`config.mk`:
```
export PLATFORM = sky130hd
export DESIGN_NAME = piezo_echo_detector
export DESIGN_NICKNAME = d
export VERILOG_FILES = /design/src/rtl/piezo_pkg.sv /design/src/rtl/ts_fifo.sv /design/src/rtl/piezo_echo_detector.sv
export SDC_FILE = /design/constraint.sdc
export NUM_CORES = 1
export LEC_CHECK = 0
export CAP_MARGIN = 20
export CORE_MARGIN = 2
export CORE_UTILIZATION = 44
export CTS_CLUSTER_DIAMETER = 50
export DETAILED_ROUTE_END_ITERATION = 6
export GPL_ROUTABILITY_DRIVEN = 0
export MAX_ROUTING_LAYER = met4
export SETUP_SLACK_MARGIN = 0.02
export SLEW_MARGIN = 30
export SYNTH_ARGS = -nofsm -noshare
export SYNTH_HDL_FRONTEND = slang
export SYNTH_SLANG_ARGS = --single-unit
```
`constraint.sdc`:
```
create_clock -name i_clk -period 4 [get_ports i_clk]
set_input_delay 0.6 -clock i_clk [delete_from_list [all_inputs] [get_ports i_clk]]
set_output_delay 0.6 -clock i_clk [all_outputs]
set_load 0.01 [all_outputs]
```
`src/rtl/piezo_pkg.sv`:
```
// Shared types for the piezo echo receive path.
package piezo_pkg;

  localparam int unsigned TS_WIDTH_DEF = 32;

  typedef enum logic [2:0] {
    IDLE    = 3'd0,
    BLANK   = 3'd1,
    ARMED   = 3'd2,
    HOLDOFF = 3'd3
  } det_state_t;

  function automatic logic [7:0] sat_inc8(input logic [7:0] v);
    return (v == 8'hFF) ? v : v + 8'd1;
  endfunction

endpackage

```
`src/rtl/ts_fifo.sv`:
```
// First-word fall-through timestamp buffer; a push into a full FIFO with no pop is dropped
// and flagged on o_drop.
module ts_fifo #(
  parameter int unsigned WIDTH = 32,
  parameter int unsigned DEPTH = 4
) (
  input  logic             i_clk,
  input  logic             i_reset,
  input  logic             i_push,
  input  logic [WIDTH-1:0] i_data,
  input  logic             i_pop,
  output logic [WIDTH-1:0] o_data,
  output logic             o_valid,
  output logic             o_drop
);
  localparam int unsigned AW = $clog2(DEPTH);

  logic [WIDTH-1:0] r_mem [DEPTH];
  logic [AW:0]      r_wr;
  logic [AW:0]      r_rd;
  logic             w_empty;
  logic             w_full;
  logic             w_pop;
  logic             w_push;

  // Extra pointer bit distinguishes full from empty.
  assign w_empty = (r_wr == r_rd);
  assign w_full  = (r_wr[AW-1:0] == r_rd[AW-1:0]) && (r_wr[AW] != r_rd[AW]);
  assign w_pop   = i_pop && !w_empty;
  assign w_push  = i_push && (!w_full || w_pop);
  assign o_drop  = i_push && !w_push;
  assign o_valid = !w_empty;
  assign o_data  = r_mem[r_rd[AW-1:0]];

  always_ff @(posedge i_clk) begin
    if (i_reset) begin
      r_wr <= '0;
      r_rd <= '0;
      for (int i = 0; i < DEPTH; i++) r_mem[i] <= '0;
    end else begin
      if (w_push) begin
        r_mem[r_wr[AW-1:0]] <= i_data;
        r_wr                <= r_wr + 1'b1;
      end
      if (w_pop) r_rd <= r_rd + 1'b1;
    end
  end

endmodule

```
`src/rtl/piezo_echo_detector.sv`:
```
// Piezo receive front end: synchronise and filter the echo comparator, blank around our own
// transmit burst, pulse event_trigger per accepted echo and buffer its rise timestamp.
module piezo_echo_detector
  import piezo_pkg::*;
#(
  parameter int unsigned TS_WIDTH       = TS_WIDTH_DEF,
  parameter int unsigned FILTER_CYCLES  = 4,
  parameter int unsigned BLANK_CYCLES   = 5000,
  parameter int unsigned HOLDOFF_CYCLES = 20000,
  parameter int unsigned FIFO_DEPTH     = 4
) (
  input  logic                i_clk,
  input  logic                i_reset,
  input  logic [TS_WIDTH-1:0] i_time_now,
  input  logic                i_piezo_enable,
  input  logic                i_echo_in,
  output logic                o_event_trigger,
  output logic [TS_WIDTH-1:0] o_ts_data,
  output logic                o_ts_valid,
  input  logic                i_ts_ready,
  output logic [7:0]          o_overflow_cnt,
  output logic [2:0]          o_det_state
);
  localparam int unsigned RunW   = $clog2(FILTER_CYCLES + 1);
  localparam int unsigned CntMax = (BLANK_CYCLES > HOLDOFF_CYCLES) ? BLANK_CYCLES : HOLDOFF_CYCLES;
  localparam int unsigned CntW   = $clog2(CntMax + 1);

  logic                r_sync1;
  logic                r_echo_s;
  logic [RunW-1:0]     r_run;
  logic                r_blocked;
  logic [TS_WIDTH-1:0] r_t_rise;
  det_state_t          r_state;
  det_state_t          w_state_d;
  logic [CntW-1:0]     r_cnt;
  logic [CntW-1:0]     w_cnt_d;
  logic                r_trigger;
  logic [7:0]          r_ovf;
  logic                w_push;
  logic                w_drop;
  logic                w_qualify;
  logic [TS_WIDTH-1:0] w_t_rise;

  // Bypass so the rise time is available even when FILTER_CYCLES=1 qualifies on the rise cycle.
  assign w_t_rise  = (r_echo_s && r_run == '0) ? i_time_now : r_t_rise;
  // Run counter saturates at FILTER_CYCLES, so the equality fires once per high run.
  assign w_qualify = r_echo_s && !r_blocked && (r_run == RunW'(FILTER_CYCLES - 1));

  always_ff @(posedge i_clk) begin
    if (i_reset) begin
      r_sync1   <= 1'b0;
      r_echo_s  <= 1'b0;
      r_run     <= '0;
      r_blocked <= 1'b0;
      r_t_rise  <= '0;
      r_state   <= IDLE;
      r_cnt     <= '0;
      r_trigger <= 1'b0;
      r_ovf     <= '0;
    end else begin
      r_sync1   <= i_echo_in;
      r_echo_s  <= r_sync1;
      if (!r_echo_s)                           r_run <= '0;
      else if (r_run != RunW'(FILTER_CYCLES))  r_run <= r_run + 1'b1;
      // A run that overlaps blanking stays disqualified until echo_s drops.
      r_blocked <= r_echo_s && (r_blocked || r_state == BLANK);
      r_t_rise  <= w_t_rise;
      r_state   <= w_state_d;
      r_cnt     <= w_cnt_d;
      r_trigger <= w_push;
      if (w_drop) r_ovf <= sat_inc8(r_ovf);
    end
  end

  always_comb begin
    w_state_d = r_state;
    w_cnt_d   = r_cnt;
    w_push    = 1'b0;
    unique case (r_state)
      IDLE: begin
        if (i_piezo_enable) begin
          w_state_d = BLANK;
          w_cnt_d   = '0;
        end
      end
      BLANK: begin
        if (i_piezo_enable) begin
          w_cnt_d = '0;
        end else if (r_cnt == CntW'(BLANK_CYCLES - 1)) begin
          w_state_d = ARMED;
          w_cnt_d   = '0;
        end else begin
          w_cnt_d = r_cnt + CntW'(1);
        end
      end
      ARMED: begin
        if (i_piezo_enable) begin
          w_state_d = BLANK;
          w_cnt_d   = '0;
        end else if (w_qualify) begin
          w_push    = 1'b1;
          w_state_d = HOLDOFF;
          w_cnt_d   = '0;
        end
      end
      HOLDOFF: begin
        if (i_piezo_enable) begin
          w_state_d = BLANK;
          w_cnt_d   = '0;
        end else if (r_cnt == CntW'(HOLDOFF_CYCLES - 1)) begin
          w_state_d = ARMED;
          w_cnt_d   = '0;
        end else begin
          w_cnt_d = r_cnt + CntW'(1);
        end
      end
      default: begin
        w_state_d = IDLE;
        w_cnt_d   = '0;
      end
    endcase
  end

  ts_fifo #(
    .WIDTH (TS_WIDTH),
    .DEPTH (FIFO_DEPTH)
  ) u_fifo (
    .i_clk   (i_clk),
    .i_reset (i_reset),
    .i_push  (w_push),
    .i_data  (w_t_rise),
    .i_pop   (i_ts_ready),
    .o_data  (o_ts_data),
    .o_valid (o_ts_valid),
    .o_drop  (w_drop)
  );

  assign o_event_trigger = r_trigger;
  assign o_overflow_cnt  = r_ovf;
  assign o_det_state     = r_state;

endmodule

```
* Yosys cells after proc, flatten, opt, wreduce, memory -nomap -nowiden
Memories as Yosys holds them, arrays and structs flattened. A register that Yosys moved wholly into a read port is not among the register bits.
Index checks and enable logic that the tools add are counted.
** Word-level totals
- Register bits :: 71
- Bits in writable memories :: 128
- Input port bits :: 37
- Output and inout bits :: 45
- Logic and storage cells :: 86
- Memories kept :: 1
** Memory list
- u_fifo.r_mem :: words 4, width 32, read ports 1, clocked after memory_dff 1, wr ports 4, RTL line ts_fifo.sv:18 : logic [WIDTH-1:0] r_mem [DEPTH];
** Cells by class
- Add/sub/neg operators :: 5
- Eq/ne operators :: 16
- Multiplexer cells :: 30
- Bitwise operators :: 2
- Reductions and logical operators :: 21
** Operator list (count)
- $mux 15 :: 7
- $mux 32 :: 2
- $pmux 15 s4 :: 1
- $reduce_or 32->1 :: 1
- $mux 3 :: 7
- $add 15x1->15 const B :: 1
- $eq 15x13->1 const B :: 1
- $eq 15x15->1 const B :: 1
- $pmux 3 s4 :: 1
- $add 3x1->3 const B :: 3
- $eq 3x2->1 const B :: 3
- $mux 1 :: 9
- $ne 3x3->1 const B :: 3
- $add 8x1->8 const B :: 1
- $eq 8x8->1 const B :: 1
- $logic_and 1x1->1 :: 8
- $logic_not 3->1 :: 2
- $mux 2 :: 3
- $reduce_and 5->1 :: 1
- $logic_not 1->1 :: 4
- $ne 2x2->1 const B :: 2
- $reduce_and 2->1 :: 2
- $eq 3x1->1 const B :: 1
- $eq 3x3->1 :: 1
- other kinds (6) :: 8

* Depth between registers and ports, before layout
- Depth after elaboration :: 12
- Gate-level depth with buffers :: 9
- Mapped depth without buffers :: 7

* Hierarchy
Synthesis repeated with hierarchy kept, for this count alone.
** Second synthesis, totals
- Cells, all modules :: 710
- Area total of the unflattened synthesis :: 8827.2 um2
** By module, submodules not included
- ts_fifo :: instances 1, cells each 410, area each 5967.0 um2, sequential area each 4003.8 um2
- piezo_echo_detector :: instances 1, cells each 300, area each 2860.2 um2, sequential area each 1281.2 um2

* Least setup slack after synthesis
Ideal clock, no wire load.
- Path type :: input to register
- Start point :: input i_piezo_enable
- End point :: memory u_fifo.r_mem[1][0] (enable)
- Library setup time :: 0.394 ns
- Data arrival time :: 2.161 ns
- Data required time :: 3.606 ns
- Path slack :: 1.445 ns
- Stages on the path :: 4
- Buffers on the path :: 1
- Cells stage by stage :: clkbuf_1 nor4_2 nand4b_1 nand2b_1
** RTL lines
- start: declaration :: RTL line piezo_echo_detector.sv:15 : input logic i_piezo_enable,
- end: declaration :: RTL line ts_fifo.sv:18

==> results.toml <==
[yosys]
syn_area_mm2 = 0.008337
syn_nets = 764
synth_ff_type = "edfxtp_1"
seq_area_frac_synth_pct = 63.39
ys_async_sr_fraction_pct = 0
synth_seq_cells = 200
ys_types = 47
syn_area_per_cell_um2 = 11.58
synth_edf_count = 128
synth_top_cell_by_area = "edfxtp_1"
synth_warnings = 0
synthCells = 720
synth.most_common_cell = "edfxtp_1"
synth_top_area_share_pct = 46.11
synth.area.top_cells = "edfxtp_1, dfxtp_1, mux4_2"
ys_top_cells_by_count = "edfxtp_1, nor2_1, nand2_1, dfxtp_1, a21oi_1"

[power_and_ir_drop]
power.density_mw_per_mm2 = 414.8
p_switching_uw = 895.4
power.leakage_uw = 0.003453
combPwrFrac_pct = 4.2
clkPwrFrac_pct = 40.5
vdd_drop_max_v = 0.0003279
seq_power_share_pct = 55.2
p_sw_share_pct = 21.75
p_int_uw = 3221

[sta]
fmax_mhz = 328.0
setup_violations = 0
period_share_pct = 76.23
maxSlewHeadroom_pct = 38.16
setup_tns_ns = 0
fin_crit_ns = 3.049
maxSlewViolCount = 0
worst_pin_slew_ns = 0.9275
hold_ws_ns = 0.4204
fin_skew_ns = 0.007790
finalHoldViolCount = 0
grt_setup_unrepaired = "no"

[cts]
clk-insertion-delay-late_ns = 0.44
clock_sinks = 200
clock_path_buffers = 2
postCtsSetupRepairBufs = 0
numCtsBuffers = 17
cts_root_buf = "clkbuf_16"
ctsResizeCount = 0
cts_hold_buf = 0
clk_pin_slew_ns = 0.07
cts_tree = "done"
htree_levels = 4

[floorplanning]
initial_utilization_pct = 44.72
die_h_um = 141.7
rows = 50
dieArea_mm2 = 0.02006
ios = 82
core_area_mm2 = 0.01864
die_x_um = 141.7

[routing]
drtIter0Drc = 371
routed_wl_mm = 18.11
drcViolationCount = 0
wl_per_cell_um = 17.57
drtAntennaViolNets = 0
firstDrtPassIters = 5
avgViaCountPerCell = 5.281
vias = 5445

[hold_path]
hold_path_class = "primary input to flop"

[worst_setup_path]
critPathLaunchType = "flop"
cp_max_fo = 32
cp_top_family = "buffers and inverters"
crit_type = "flop to primary output"
required_ns = 3.40
worst-path-buf-inv = 2
endpoint_kind = "primary output"
arrival_ns = 2.45
crit_slowest_cell = "mux4_2"
cp_slowest_stage_delay_ns = 0.65
cp_cell_sequence = "buf_4, mux4_2, clkdlybuf4s50_1"

[placed_design]
place_hpwl_mm = 10.87
port-buffer-count = 80

[grt]
grt_pass1_vias = 5539
grt_pass1_wl_mm = 28.75
grt_overflow = 0
antenna_found_initial = 0
grt_max_degree = 62
grt_usage_pct = 19.43

[job]
cap_violations = 0

[finish]
num-nets-final = 828
diodes = 0
area_growth_pct = 19.06
drive_gt1_share_pct = 10.66

[outcome]
status = "complete, no violations"
==> through the flow <==
step / utilization (%) / setup WS, ns / instances / instance area [um^2] / power, uW
3_3_place_gp: 50.00 / 0.9880 / 999 / 9321 / 2492
4_1_cts: 53.21 / 0.8855 / 1031 / 9921 / 4153
2_1_floorplan: - / 1.445 / 720 / 8337 / 2401
5_1_grt: 53.24 / 0.8036 / 1031 / 9926 / 4256
3_5_place_dp: 50.10 / 0.9389 / 999 / 9340 / 2498
6_report: 53.24 / 0.9509 / 1031 / 9926 / 4117
==> final timing paths <==
path / startpoint / to / slack, ns / cells after the start
max: flop / o_ts_data[31] / 0.95 / 3
min: i_reset / o_event_trigger / 0.42 / 2
max reg2reg: r_run[0] / u_fifo.r_mem[2][26] / 1.52 / 6
min reg2reg: r_sync1 / r_echo_s / 0.46 / 1
==> layer usage <==
layer | vias to the layer above | part of all wire, % | GRT usage (%)
met5 | - | 0 | -
met4 | 0 | 1.4 | 6.842
met3 | 17 | 4.0 | 3.577
met2 | 124 | 49 | 31.22
met1 | 2674 | 45 | 25.01
li1 | 2630 | - | -
==> power groups by stage <==
stage / clock (uW) / sequential (uW) / combinational, uW
after CTS: 1700 / 2270 / 178
after global placement: 0 / 2320 / 174
after floorplan: 0 / 2310 / 88.5
after global routing: 1790 / 2280 / 190
final: 1670 / 2270 / 174
after detailed placement: 0 / 2320 / 177
==> layout by cell type (no fill, tap or decap), types with 7 or more instances in the layout <==
master,instances
inv_1,43
a21oi_1,48
mux4_2,32
clkdlybuf4s50_1,79
edfxtp_1,128
dfxtp_1,70
nand2_1,115
nand3_1,19
nor2_1,119
xnor2_1,11
ha_1,7
nor3_1,8
buf_4,8
clkbuf_16,18
==> kinds of logic (layout without fill, tap and decap cells) <==
family / Yosys count / after routing / synth area share (%)
and+or+nand+nor: 310 / 310 / 16.54
muxes: 34 / 34 / 8.885
DFF: 200 / 200 / 63.39
xor gates and xnor gates: 16 / 16 / 1.681
other: 1 / 1 / 0.04498
adders and majority gates: 7 / 7 / 1.051
buffers and inverters: 86 / 163 / 4.082
AOI/OAI and AO/OA: 66 / 66 / 4.322
==> final cells by class <==
cell class	instances	area, um^2
clock buffers	20	478.0
flip-flops and latches	200	5288
inverters	43	161.4
repair buffers	88	855.8
multi-input cells	434	2748
fillers	1631	8717
clock inverters	12	102.6
well taps	234	292.8
==> state kept, by name, indices dropped and copies added, names as in the netlist, named ones only <==
| signal | cells |
|---|---|
| u_fifo.r_wr | 3 |
| u_fifo.r_mem | 128 |
| o_det_state | 2 |
| r_blocked | 1 |
| o_overflow_cnt | 8 |
| r_echo_s | 1 |
| r_t_rise | 32 |
| r_sync1 | 1 |
| r_run | 3 |
| r_cnt | 15 |
| o_event_trigger | 1 |
| u_fifo.r_rd | 3 |
Note: power is estimated with default switching activity, not from simulation.
